## src/rtl/uart_mmio_port.sv

```systemverilog
// uart_mmio_port: memory-mapped 8N1 UART with a TX holding register, RX FIFO and status register.
// Define UART_LOOPBACK_EN to add an internal TX->RX loopback controlled from the STATUS address.

module uart_mmio_port #(
   parameter int CLK_FREQ = 25000000,
   parameter int BAUD     = 115200,
   parameter int FIFO_AW  = 4
) (
   input  logic        clk,
   input  logic        rst_n,
   input  logic        bus_ce_i,
   input  logic        bus_we_i,
   input  logic        bus_addr_i,
   input  logic [7:0]  bus_data_i,
   output logic [31:0] bus_data_o,
   input  logic        rxd,
   output logic        txd,
   output logic        rx_int_o
);

   localparam int DIV   = (CLK_FREQ + BAUD / 2) / BAUD;
   localparam int CW    = (DIV > 2) ? $clog2(DIV) : 1;
   localparam int PW    = FIFO_AW + 1;
   localparam int DEPTH = 2 ** FIFO_AW;
   localparam logic [CW-1:0] DIV_M1  = CW'(DIV - 1);
   localparam logic [CW-1:0] HALF_M1 = CW'(DIV / 2 - 1);

   typedef enum logic [1:0] {S_IDLE, S_START, S_DATA, S_STOP} uart_state_e;

   // bus access tracking
   logic rd_lvl, wr_lvl;
   logic rd_lvl_q, rd_lvl_d, wr_lvl_q, wr_lvl_d;
   logic rd_stb_q, rd_stb_d, wr_stb_q, wr_stb_d;
   logic acc_addr_q, acc_addr_d;
   logic [7:0] wr_data_q, wr_data_d;

   // transmitter
   uart_state_e tx_state_q, tx_state_d;
   logic [CW-1:0] tx_cnt_q, tx_cnt_d;
   logic [2:0]    tx_bit_q, tx_bit_d;
   logic [7:0]    tx_shift_q, tx_shift_d;
   logic          hold_full_q, hold_full_d;
   logic [7:0]    hold_data_q, hold_data_d;
   logic          tx_line, tx_busy, tx_ovr_set;

   // receiver
   logic rx_sync1_q, rx_sync1_d, rx_sync2_q, rx_sync2_d;
   logic rx_prev_q, rx_prev_d, rx_in;
   uart_state_e rx_state_q, rx_state_d;
   logic          rx_hunt_q, rx_hunt_d;
   logic [CW-1:0] rx_cnt_q, rx_cnt_d;
   logic [2:0]    rx_bit_q, rx_bit_d;
   logic [7:0]    rx_shift_q, rx_shift_d;
   logic          rx_push, frm_set;

   // FIFO and flags
   logic [7:0]    fifo_mem [DEPTH];
   logic [PW-1:0] wr_ptr_q, wr_ptr_d, rd_ptr_q, rd_ptr_d;
   logic          fifo_empty, fifo_full, fifo_pop, push_ok, rx_ovr_set, stat_clr;
   logic          rx_ovr_q, rx_ovr_d, frm_err_q, frm_err_d, tx_ovr_q, tx_ovr_d;
   logic          rx_int_q, rx_int_d;
   logic          lb_en;
   logic [31:0]   status;

`ifdef UART_LOOPBACK_EN
   logic lb_en_q, lb_en_d;

   always_comb begin
      lb_en_d = lb_en_q;
      if (wr_stb_q && acc_addr_q) lb_en_d = wr_data_q[0];
   end

   always_ff @(posedge clk or negedge rst_n) begin
      if (!rst_n) lb_en_q <= 1'b0;
      else        lb_en_q <= lb_en_d;
   end

   assign lb_en = lb_en_q;
`else
   assign lb_en = 1'b0;
`endif

   assign rd_lvl = bus_ce_i & ~bus_we_i;
   assign wr_lvl = bus_ce_i & bus_we_i;

   // NOTE: every always_comb output gets a default first so no path can infer a latch.
   always_comb begin
      rd_lvl_d   = rd_lvl;
      wr_lvl_d   = wr_lvl;
      rd_stb_d   = rd_lvl & ~rd_lvl_q;
      wr_stb_d   = wr_lvl & ~wr_lvl_q;
      acc_addr_d = (rd_stb_d | wr_stb_d) ? bus_addr_i : acc_addr_q;
      wr_data_d  = wr_stb_d ? bus_data_i : wr_data_q;
   end

   always_comb begin
      tx_state_d  = tx_state_q;
      tx_cnt_d    = tx_cnt_q;
      tx_bit_d    = tx_bit_q;
      tx_shift_d  = tx_shift_q;
      hold_full_d = hold_full_q;
      hold_data_d = hold_data_q;
      tx_ovr_set  = 1'b0;

      if (wr_stb_q && !acc_addr_q) begin
         if (!hold_full_q) begin
            hold_full_d = 1'b1;
            hold_data_d = wr_data_q;
         end else begin
            tx_ovr_set = 1'b1;
         end
      end

      unique case (tx_state_q)
         S_IDLE: begin
            if (hold_full_q) begin
               tx_shift_d  = hold_data_q;
               hold_full_d = 1'b0;
               tx_cnt_d    = '0;
               tx_state_d  = S_START;
            end
         end
         S_START: begin
            if (tx_cnt_q == DIV_M1) begin
               tx_cnt_d   = '0;
               tx_bit_d   = '0;
               tx_state_d = S_DATA;
            end else begin
               tx_cnt_d = tx_cnt_q + 1'b1;
            end
         end
         S_DATA: begin
            if (tx_cnt_q == DIV_M1) begin
               tx_cnt_d   = '0;
               tx_shift_d = {1'b0, tx_shift_q[7:1]};
               tx_bit_d   = tx_bit_q + 1'b1;
               if (tx_bit_q == 3'd7) tx_state_d = S_STOP;
            end else begin
               tx_cnt_d = tx_cnt_q + 1'b1;
            end
         end
         S_STOP: begin
            if (tx_cnt_q == DIV_M1) begin
               tx_cnt_d = '0;
               // chain straight into the next start bit so queued bytes leave no idle gap
               if (hold_full_q) begin
                  tx_shift_d  = hold_data_q;
                  hold_full_d = 1'b0;
                  tx_state_d  = S_START;
               end else begin
                  tx_state_d = S_IDLE;
               end
            end else begin
               tx_cnt_d = tx_cnt_q + 1'b1;
            end
         end
         default: tx_state_d = S_IDLE;
      endcase
   end

   always_comb begin
      tx_line = 1'b1;
      if (tx_state_q == S_START)     tx_line = 1'b0;
      else if (tx_state_q == S_DATA) tx_line = tx_shift_q[0];
   end

   assign tx_busy = (tx_state_q != S_IDLE);
   assign txd     = lb_en | tx_line;
   assign rx_in   = lb_en ? tx_line : rx_sync2_q;

   always_comb begin
      rx_sync1_d = rxd;
      rx_sync2_d = rx_sync1_q;
      rx_prev_d  = rx_in;
      rx_state_d = rx_state_q;
      rx_hunt_d  = rx_hunt_q;
      rx_cnt_d   = rx_cnt_q;
      rx_bit_d   = rx_bit_q;
      rx_shift_d = rx_shift_q;
      rx_push    = 1'b0;
      frm_set    = 1'b0;

      unique case (rx_state_q)
         S_IDLE: begin
            if (rx_hunt_q) begin
               // half-bit qualification rejects short glitches on the line
               if (rx_cnt_q == HALF_M1) begin
                  rx_hunt_d = 1'b0;
                  rx_cnt_d  = '0;
                  if (!rx_in) rx_state_d = S_START;
               end else begin
                  rx_cnt_d = rx_cnt_q + 1'b1;
               end
            end else if (rx_prev_q && !rx_in) begin
               rx_hunt_d = 1'b1;
               rx_cnt_d  = '0;
            end
         end
         S_START: begin
            if (rx_cnt_q == DIV_M1) begin
               rx_cnt_d   = '0;
               rx_bit_d   = '0;
               rx_shift_d = {rx_in, rx_shift_q[7:1]};
               rx_state_d = S_DATA;
            end else begin
               rx_cnt_d = rx_cnt_q + 1'b1;
            end
         end
         S_DATA: begin
            if (rx_cnt_q == DIV_M1) begin
               rx_cnt_d   = '0;
               rx_shift_d = {rx_in, rx_shift_q[7:1]};
               rx_bit_d   = rx_bit_q + 1'b1;
               if (rx_bit_q == 3'd6) rx_state_d = S_STOP;
            end else begin
               rx_cnt_d = rx_cnt_q + 1'b1;
            end
         end
         S_STOP: begin
            if (rx_cnt_q == DIV_M1) begin
               rx_cnt_d   = '0;
               rx_state_d = S_IDLE;
               if (rx_in) rx_push = 1'b1;
               else       frm_set = 1'b1;
            end else begin
               rx_cnt_d = rx_cnt_q + 1'b1;
            end
         end
         default: rx_state_d = S_IDLE;
      endcase
   end

   assign fifo_empty = (wr_ptr_q == rd_ptr_q);
   assign fifo_full  = (wr_ptr_q[FIFO_AW] != rd_ptr_q[FIFO_AW]) &&
                       (wr_ptr_q[FIFO_AW-1:0] == rd_ptr_q[FIFO_AW-1:0]);

   always_comb begin
      fifo_pop   = rd_stb_q & ~acc_addr_q & ~fifo_empty;
      push_ok    = rx_push & (~fifo_full | fifo_pop);
      rx_ovr_set = rx_push & fifo_full & ~fifo_pop;
      wr_ptr_d   = wr_ptr_q + PW'(push_ok);
      rd_ptr_d   = rd_ptr_q + PW'(fifo_pop);
      rx_int_d   = (wr_ptr_d != rd_ptr_d);
      stat_clr   = rd_stb_q & acc_addr_q;
      rx_ovr_d   = (rx_ovr_q  & ~stat_clr) | rx_ovr_set;
      frm_err_d  = (frm_err_q & ~stat_clr) | frm_set;
      tx_ovr_d   = (tx_ovr_q  & ~stat_clr) | tx_ovr_set;
   end

   // NOTE: FIFO storage is deliberately not reset; the pointers alone define what is valid.
   always_ff @(posedge clk) begin
      if (push_ok) fifo_mem[wr_ptr_q[FIFO_AW-1:0]] <= rx_shift_q;
   end

   assign status = {25'b0, lb_en, tx_busy, tx_ovr_q, frm_err_q, rx_ovr_q, ~fifo_empty, ~hold_full_q};

   always_comb begin
      bus_data_o = '0;
      if (rd_lvl) begin
         if (bus_addr_i)       bus_data_o = status;
         else if (!fifo_empty) bus_data_o = {24'b0, fifo_mem[rd_ptr_q[FIFO_AW-1:0]]};
      end
   end

   assign rx_int_o = rx_int_q;

   // NOTE: state registers use non-blocking assignments only, so every flop samples pre-edge values.
   always_ff @(posedge clk or negedge rst_n) begin
      if (!rst_n) begin
         rd_lvl_q    <= 1'b0;
         wr_lvl_q    <= 1'b0;
         rd_stb_q    <= 1'b0;
         wr_stb_q    <= 1'b0;
         acc_addr_q  <= 1'b0;
         wr_data_q   <= '0;
         tx_state_q  <= S_IDLE;
         tx_cnt_q    <= '0;
         tx_bit_q    <= '0;
         tx_shift_q  <= '0;
         hold_full_q <= 1'b0;
         hold_data_q <= '0;
         rx_sync1_q  <= 1'b1;
         rx_sync2_q  <= 1'b1;
         rx_prev_q   <= 1'b1;
         rx_state_q  <= S_IDLE;
         rx_hunt_q   <= 1'b0;
         rx_cnt_q    <= '0;
         rx_bit_q    <= '0;
         rx_shift_q  <= '0;
         wr_ptr_q    <= '0;
         rd_ptr_q    <= '0;
         rx_ovr_q    <= 1'b0;
         frm_err_q   <= 1'b0;
         tx_ovr_q    <= 1'b0;
         rx_int_q    <= 1'b0;
      end else begin
         rd_lvl_q    <= rd_lvl_d;
         wr_lvl_q    <= wr_lvl_d;
         rd_stb_q    <= rd_stb_d;
         wr_stb_q    <= wr_stb_d;
         acc_addr_q  <= acc_addr_d;
         wr_data_q   <= wr_data_d;
         tx_state_q  <= tx_state_d;
         tx_cnt_q    <= tx_cnt_d;
         tx_bit_q    <= tx_bit_d;
         tx_shift_q  <= tx_shift_d;
         hold_full_q <= hold_full_d;
         hold_data_q <= hold_data_d;
         rx_sync1_q  <= rx_sync1_d;
         rx_sync2_q  <= rx_sync2_d;
         rx_prev_q   <= rx_prev_d;
         rx_state_q  <= rx_state_d;
         rx_hunt_q   <= rx_hunt_d;
         rx_cnt_q    <= rx_cnt_d;
         rx_bit_q    <= rx_bit_d;
         rx_shift_q  <= rx_shift_d;
         wr_ptr_q    <= wr_ptr_d;
         rd_ptr_q    <= rd_ptr_d;
         rx_ovr_q    <= rx_ovr_d;
         frm_err_q   <= frm_err_d;
         tx_ovr_q    <= tx_ovr_d;
         rx_int_q    <= rx_int_d;
      end
   end

endmodule
```

## config.mk

```make
export PLATFORM = sky130hd
export DESIGN_NAME = uart_mmio_port
export DESIGN_NICKNAME = d
export VERILOG_FILES = /design/src/rtl/uart_mmio_port.sv
export SDC_FILE = /design/constraint.sdc
export NUM_CORES = 1
export LEC_CHECK = 0
export BUFFER_PORTS_ARGS = -buffer_cell sky130_fd_sc_hd__buf_2
export CAP_MARGIN = 20
export CORE_MARGIN = 4
export CORE_UTILIZATION = 40
export CTS_CLUSTER_SIZE = 12
export DETAILED_ROUTE_END_ITERATION = 8
export GPL_TIMING_DRIVEN = 0
export SLEW_MARGIN = 10
export SYNTH_ARGS = -nofsm -noshare
export SYNTH_HDL_FRONTEND = slang
export SYNTH_SLANG_ARGS = --single-unit
export TNS_END_PERCENT = 1
```

## constraint.sdc

```tcl
create_clock -name clk -period 3.26 [get_ports clk]
set_input_delay 0.652 -clock clk [delete_from_list [all_inputs] [get_ports clk]]
set_output_delay 0.652 -clock clk [all_outputs]
set_load 0.01 [all_outputs]
```

======== Yosys cells after proc, flatten, opt, wreduce, memory -nomap -nowiden ========
Memories as Yosys holds them, arrays and structs flattened.
Cells that the tools add are included.
storage, ports and cells
  flip-flop bits (word level) ............. 82
  bits in writable memories ............... 128
  input port bits ......................... 14
  output and inout port bits .............. 34
  word-level logic and storage cells ...... 164
  memories kept ........................... 1
cells by class
  $add $sub $neg .......................... 6
  equality and inequality tests ........... 28
  muxes and demuxes ....................... 55
  bitwise operators ....................... 27
  reductions and logical operators ........ 21
memory list
  memory    words  width  read ports  clocked after memory_dff  wr ports  RTL line  RTL
  fifo_mem  16     8      1           0                         1         57        logic [7:0] fifo_mem [DEPTH];
operators with widths
  cell                   number
  $mux W8                12
  $pmux W8 S2            2
  $mux W2                12
  $ne A2 B2 Y1 const B   12
  $pmux W8 S3            1
  $mux W1                19
  $add A8 B1 Y8 const B  2
  $eq A8 B8 Y1 const B   2
  $pmux W2 S4            2
  $and A1 B1 Y1          13
  $mux W3                4
  $pmux W3 S2            2
  $add A5 B1 Y5          2
  $not A1 Y1             9
  $reduce_and A3 Y1      3
  $eq A2 B2 Y1 const B   4
  $eq A8 B7 Y1 const B   1
  $reduce_and A7 Y1      1
  $add A3 B1 Y3 const B  2
  $eq A3 B3 Y1 const B   2
  $reduce_bool A2 Y1     3
  $reduce_or A3 Y1       2
  $eq A5 B5 Y1           1
  $ne A5 B5 Y1           1
  13 further kinds       23

======== Depth between registers and ports, before layout ========
  depth in word-level cells ............... 7
  mapped depth ............................ 13
  mapped depth without buffers ............ 12

======== Least setup slack after synthesis ========
No wires, ideal clock.
  path kind ............................... flip-flop to flip-flop
  start ................................... register rd_ptr_q[2]
  end ..................................... register rx_int_q (netlist: rx_int_o)
  setup time .............................. 0.131 ns
  arrival time ............................ 2.501 ns
  required time ........................... 3.129 ns
  setup slack ............................. 0.628 ns
  stages on the path, launching flop included .. 13
  path through ............................ dfrtp_1 buf_2 xnor2_1 nand4_1 o2111ai_4 buf_6 inv_1 ha_1 ha_1 xor2_1 xnor2_1 nand3_1 or3_1
between the ends
  longest elaborated chain between the ends .. 7
  elaborated cells on any way between the ends .. 11
  classes of those cells .................. 2 x add/sub; 3 x eq/ne; 5 x bitwise; 1 x reduce/logical
RTL lines
  element                                            RTL line  RTL
  start: declaration                                 58        logic [PW-1:0] wr_ptr_q, wr_ptr_d, rd_ptr_q, rd_ptr_d;
  start signal: assignment                           318       rd_ptr_q <= rd_ptr_d;
  $eq A5 B5 Y1 or $eq A4 B4 Y1 (tied branches)       233, 235
  $not A1 Y1 or $logic_and A1 B1 Y1 (tied branches)  238, 234
  $and A1 B1 Y1 or $not A1 Y1 (tied branches)        238, 239
  $or A1 B1 Y1 *                                     239       push_ok = rx_push & (~fifo_full | fifo_pop);
  $and A1 B1 Y1 *                                    239
  $add A5 B1 Y5 *                                    241       wr_ptr_d = wr_ptr_q + PW'(push_ok);
  net wr_ptr_d[2]                                    58
  $ne A5 B5 Y1 *                                     243       rx_int_d = (wr_ptr_d != rd_ptr_d);
  net rx_int_d                                       61        logic rx_int_q, rx_int_d;
  end signal: assignment                             322       rx_int_q <= rx_int_d;
  end: declaration                                   61
The timed path passes the listed nets; every way through them passes the cells marked *.
A chain may end at the register's enable or synchronous reset.

======== Final worst setup path ========
  start ................................... register rd_ptr_q[0]
  end ..................................... output bus_data_o[2]
between the ends
  longest elaborated chain between the ends .. 4
  elaborated cells on any way between the ends .. 5
  classes of those cells .................. 1 x eq/ne; 3 x mux; 1 x memory
RTL lines
  element                                         RTL line  RTL
  $mem_v2 Z16 W8 or $eq A5 B5 Y1 (tied branches)  n/a
  $mux W8 *                                       261       else if (!fifo_empty) bus_data_o = {24'b0, fifo_mem[rd_ptr_q[FIFO_AW-1:0]]};
  $mux W8 *                                       260       if (bus_addr_i) bus_data_o = status;
  $mux W8 *                                       259       if (rd_lvl) begin
  end: declaration                                15        output logic [31:0] bus_data_o,
Every way passes the cells marked *; elsewhere a longest branch is shown, timed or not.

==> impl_metrics.ini <==
[run_status]
status = finished clean

[sta]
slew_headroom_pct = 40.43
setup_viol = 0
finalClockSkew_ps = 14.18
rsz0062_at_grt = true
hold_viol = 0
max_freq_ghz = 0.3146
post-route-period-util_pct = 97.51
slew_viol_final = 0
min_period_ps = 3179
tightest_slew_ps = 888.7

[synthesis]
async_flop_share_pct = 39.05
synth_xor_xnor_area_share_pct = 2.132
synth_seq_cells = 210
synth_flop_cell = edfxtp_1
synthTopCellsByCount = edfxtp_1, dfrtp_1, mux2_2, mux4_1, nand2_1
syn_area_per_cell_um2 = 15.59
synth_largest_area_cell = edfxtp_1
synth_area_leaders = edfxtp_1, dfrtp_1, mux4_1
syn_area_um2 = 9450
synth_compound_gate_area_share_pct = 4.475
yosysWarnings = 0
seq_area_frac_synth_pct = 62.43
synthAdderAreaFrac_pct = 3.045
yosysMostFrequentCell = edfxtp_1
muxShareOfSynthArea_pct = 16.06
synth_edf_count = 128
synth_top_area_share_pct = 40.67
synth_top_family_by_area = multiplexers
syn_inst = 606
synth_cell_types = 54
synth_simple_gate_area_share_pct = 7.732

[floorplan]
fp.dieH_um = 161.7
die_w_um = 161.7
dieArea_um2 = 26150
initial_utilization_pct = 41.24
core_um2 = 22920
rows = 55
ios = 48

[global_routing]
grt_max_degree = 56
track_usage_pct = 14.59
grt_pass1_vias = 5491
antenna_found_initial = 0
grt_overflow_total = 0
grt_pass1_wl_um = 30280

[detailed_routing]
drtPass1Iterations = 4
wl_per_cell_um = 18.58
vias = 5249
drt_wl_total_um = 18920
ant_nets = 0
route.detailed.drc = 0
viasPerCell = 5.156
drt_first_iter_violations = 362

[critical_path]
required_ps = 2610
r2r_setup_slack_ps = 210
regToRegStartpoint = rx_cnt_q[0]$_DFFE_PN0P_
r2r_end = rx_int_o$_DFF_PN0_
reg2reg_depth = 13
worstPathArrival_ps = 2530
criticalPathCategory = reg -> out
crit_fanout = 10
end_kind = output pin
worst_setup_path_start_kind = flip-flop

[place]
postPlaceCellArea_um2 = 10240
io_buffer_count = 23
place_inst = 977
dp_hpwl_um = 13310
place_congestion = 0.8149

[cts]
path_clk_slew_ps = 60
post_cts_buffers = 0
root_buffer = clkbuf_16
cts_tree = built
cts_hold_buf = 0
cts_buffers = 23
cts_sinks = 210
clock_path_buffers = 3
clkLatencyLatePin_ps = 510
cts_max_level = 1

[cells_and_area]
antenna_cells = 0
instances_no_fill = 1018
nFillCells = 1935
drive_gt1_share_pct = 27.80
stdcell_area_um2 = 10990
syn_to_final_growth_pct = 16.30
layout.nets = 726

[job]
maxCapViolations = 0

[power_and_ir_drop]
powerDensity_nw_per_um2 = 586.5
p_leak_nw = 3.856
ir_drop_mv = 0.3329

[hold_path]
hp-class = in -> async
worst max-delay path, stage by stage (launching register included):
cell	delay, ps
dfrtp_1	360
buf_6	150
buf_8	170
mux4_1	610
mux2i_2	230
mux2_2	200
o21ai_1	100
buf_2	190
cell usage in the layout, fill, tap and decap left out, types with 5 or more instances in the layout:
cell type,n
nand2_1,26
mux2i_1,13
nor2b_1,7
conb_1,24
xor2_1,10
a21oi_1,8
nor2_1,25
nor3_2,8
inv_1,17
clkbuf_16,23
mux4_1,26
buf_4,37
edfxtp_1,128
mux4_2,6
clkbuf_1,14
xnor2_1,11
o22ai_1,5
mux2_2,46
buf_2,34
dfrtp_1,79
nand4_1,5
o211ai_1,9
ha_1,23
nand3_1,12
nand2b_1,10
o21ai_0,11
and2_1,6
metal layers:
layer | global-route usage (%) | vias to the layer above | part of all wire, %
met5 | 0 | - | 0
met4 | 3.768 | 0 | 1.8
met3 | 2.867 | 22 | 5.2
met2 | 24.47 | 124 | 48
met1 | 19.69 | 2675 | 45
li1 | - | 2428 | -
logic make-up after synthesis:
family / count (synthesis)
compound gates: 59
xor+xnor: 23
fa+ha+maj: 23
buf+inv: 64
flops: 210
mux: 96
other cells: 1
simple gates: 130
stage by stage:
step                hold WS (ps)  utilization, %  total power [mW]  setup slack (ps)  TNS [ps]
floorplan                  345.2               -             3.875             628.0         0
global placement           346.6           43.83             4.056            -376.2    -14650
detailed placement         347.2           44.68             4.117             172.2         0
CTS                        67.47           47.75             6.525             2.100         0
global route               86.51           47.96             6.770            -20.04    -20.04
finish                     73.19           47.96             6.446             81.17         0
worst max path at each step:
stage,from,endpoint,cells after the start
after floorplan,rd_ptr_q[2]$_DFF_PN0_,rx_int_o$_DFF_PN0_,12
after global placement,rx_cnt_q[0]$_DFFE_PN0P_,fifo_mem[13][4]$_DFFE_PP_,6
after detailed placement,rd_ptr_q[2]$_DFF_PN0_,rx_int_o$_DFF_PN0_,12
after CTS,rd_ptr_q[0]$_DFF_PN0_,bus_data_o[0],7
after global routing,rd_ptr_q[0]$_DFF_PN0_,bus_data_o[0],7
final,rd_ptr_q[0]$_DFF_PN0_,bus_data_o[2],7
what timing repair did:
item | 4_1_cts | 5_1_grt
pin swaps | 0 | 1
resized for setup | 1 | 10
setup endpoints to repair | 1 | 8
endpoints found under the hold margin | 0 | 0
power breakdown:
part | switching [mW] | internal (mW) | total (mW)
clock network | 0.985 | 1.40 | 2.39
registers | 0.175 | 3.00 | 3.18
logic | 0.429 | 0.449 | 0.879
registers in the layout, indices dropped and copies added (netlist names), 5 cells and up:
signal	count
fifo_mem	128
hold_data_q	8
rx_cnt_q	8
rx_shift_q	8
tx_cnt_q	8
tx_shift_q	8
wr_data_q	8
rd_ptr_q	5
wr_ptr_q	5
final cells by class:
class	count	area, um^2	area share [%]
Multi-Input combinational cell	355	3378	30.74
Sequential cell	210	5899	53.68
Clock inverter	5	35.03	0.3188
Buffer	47	330.3	3.005
Timing Repair Buffer	35	227.7	2.072
Inverter	17	63.81	0.5806
Tap cell	313	391.6	3.563
Clock buffer	36	664.4	6.045
Note: power is estimated with default switching activity, not from simulation.
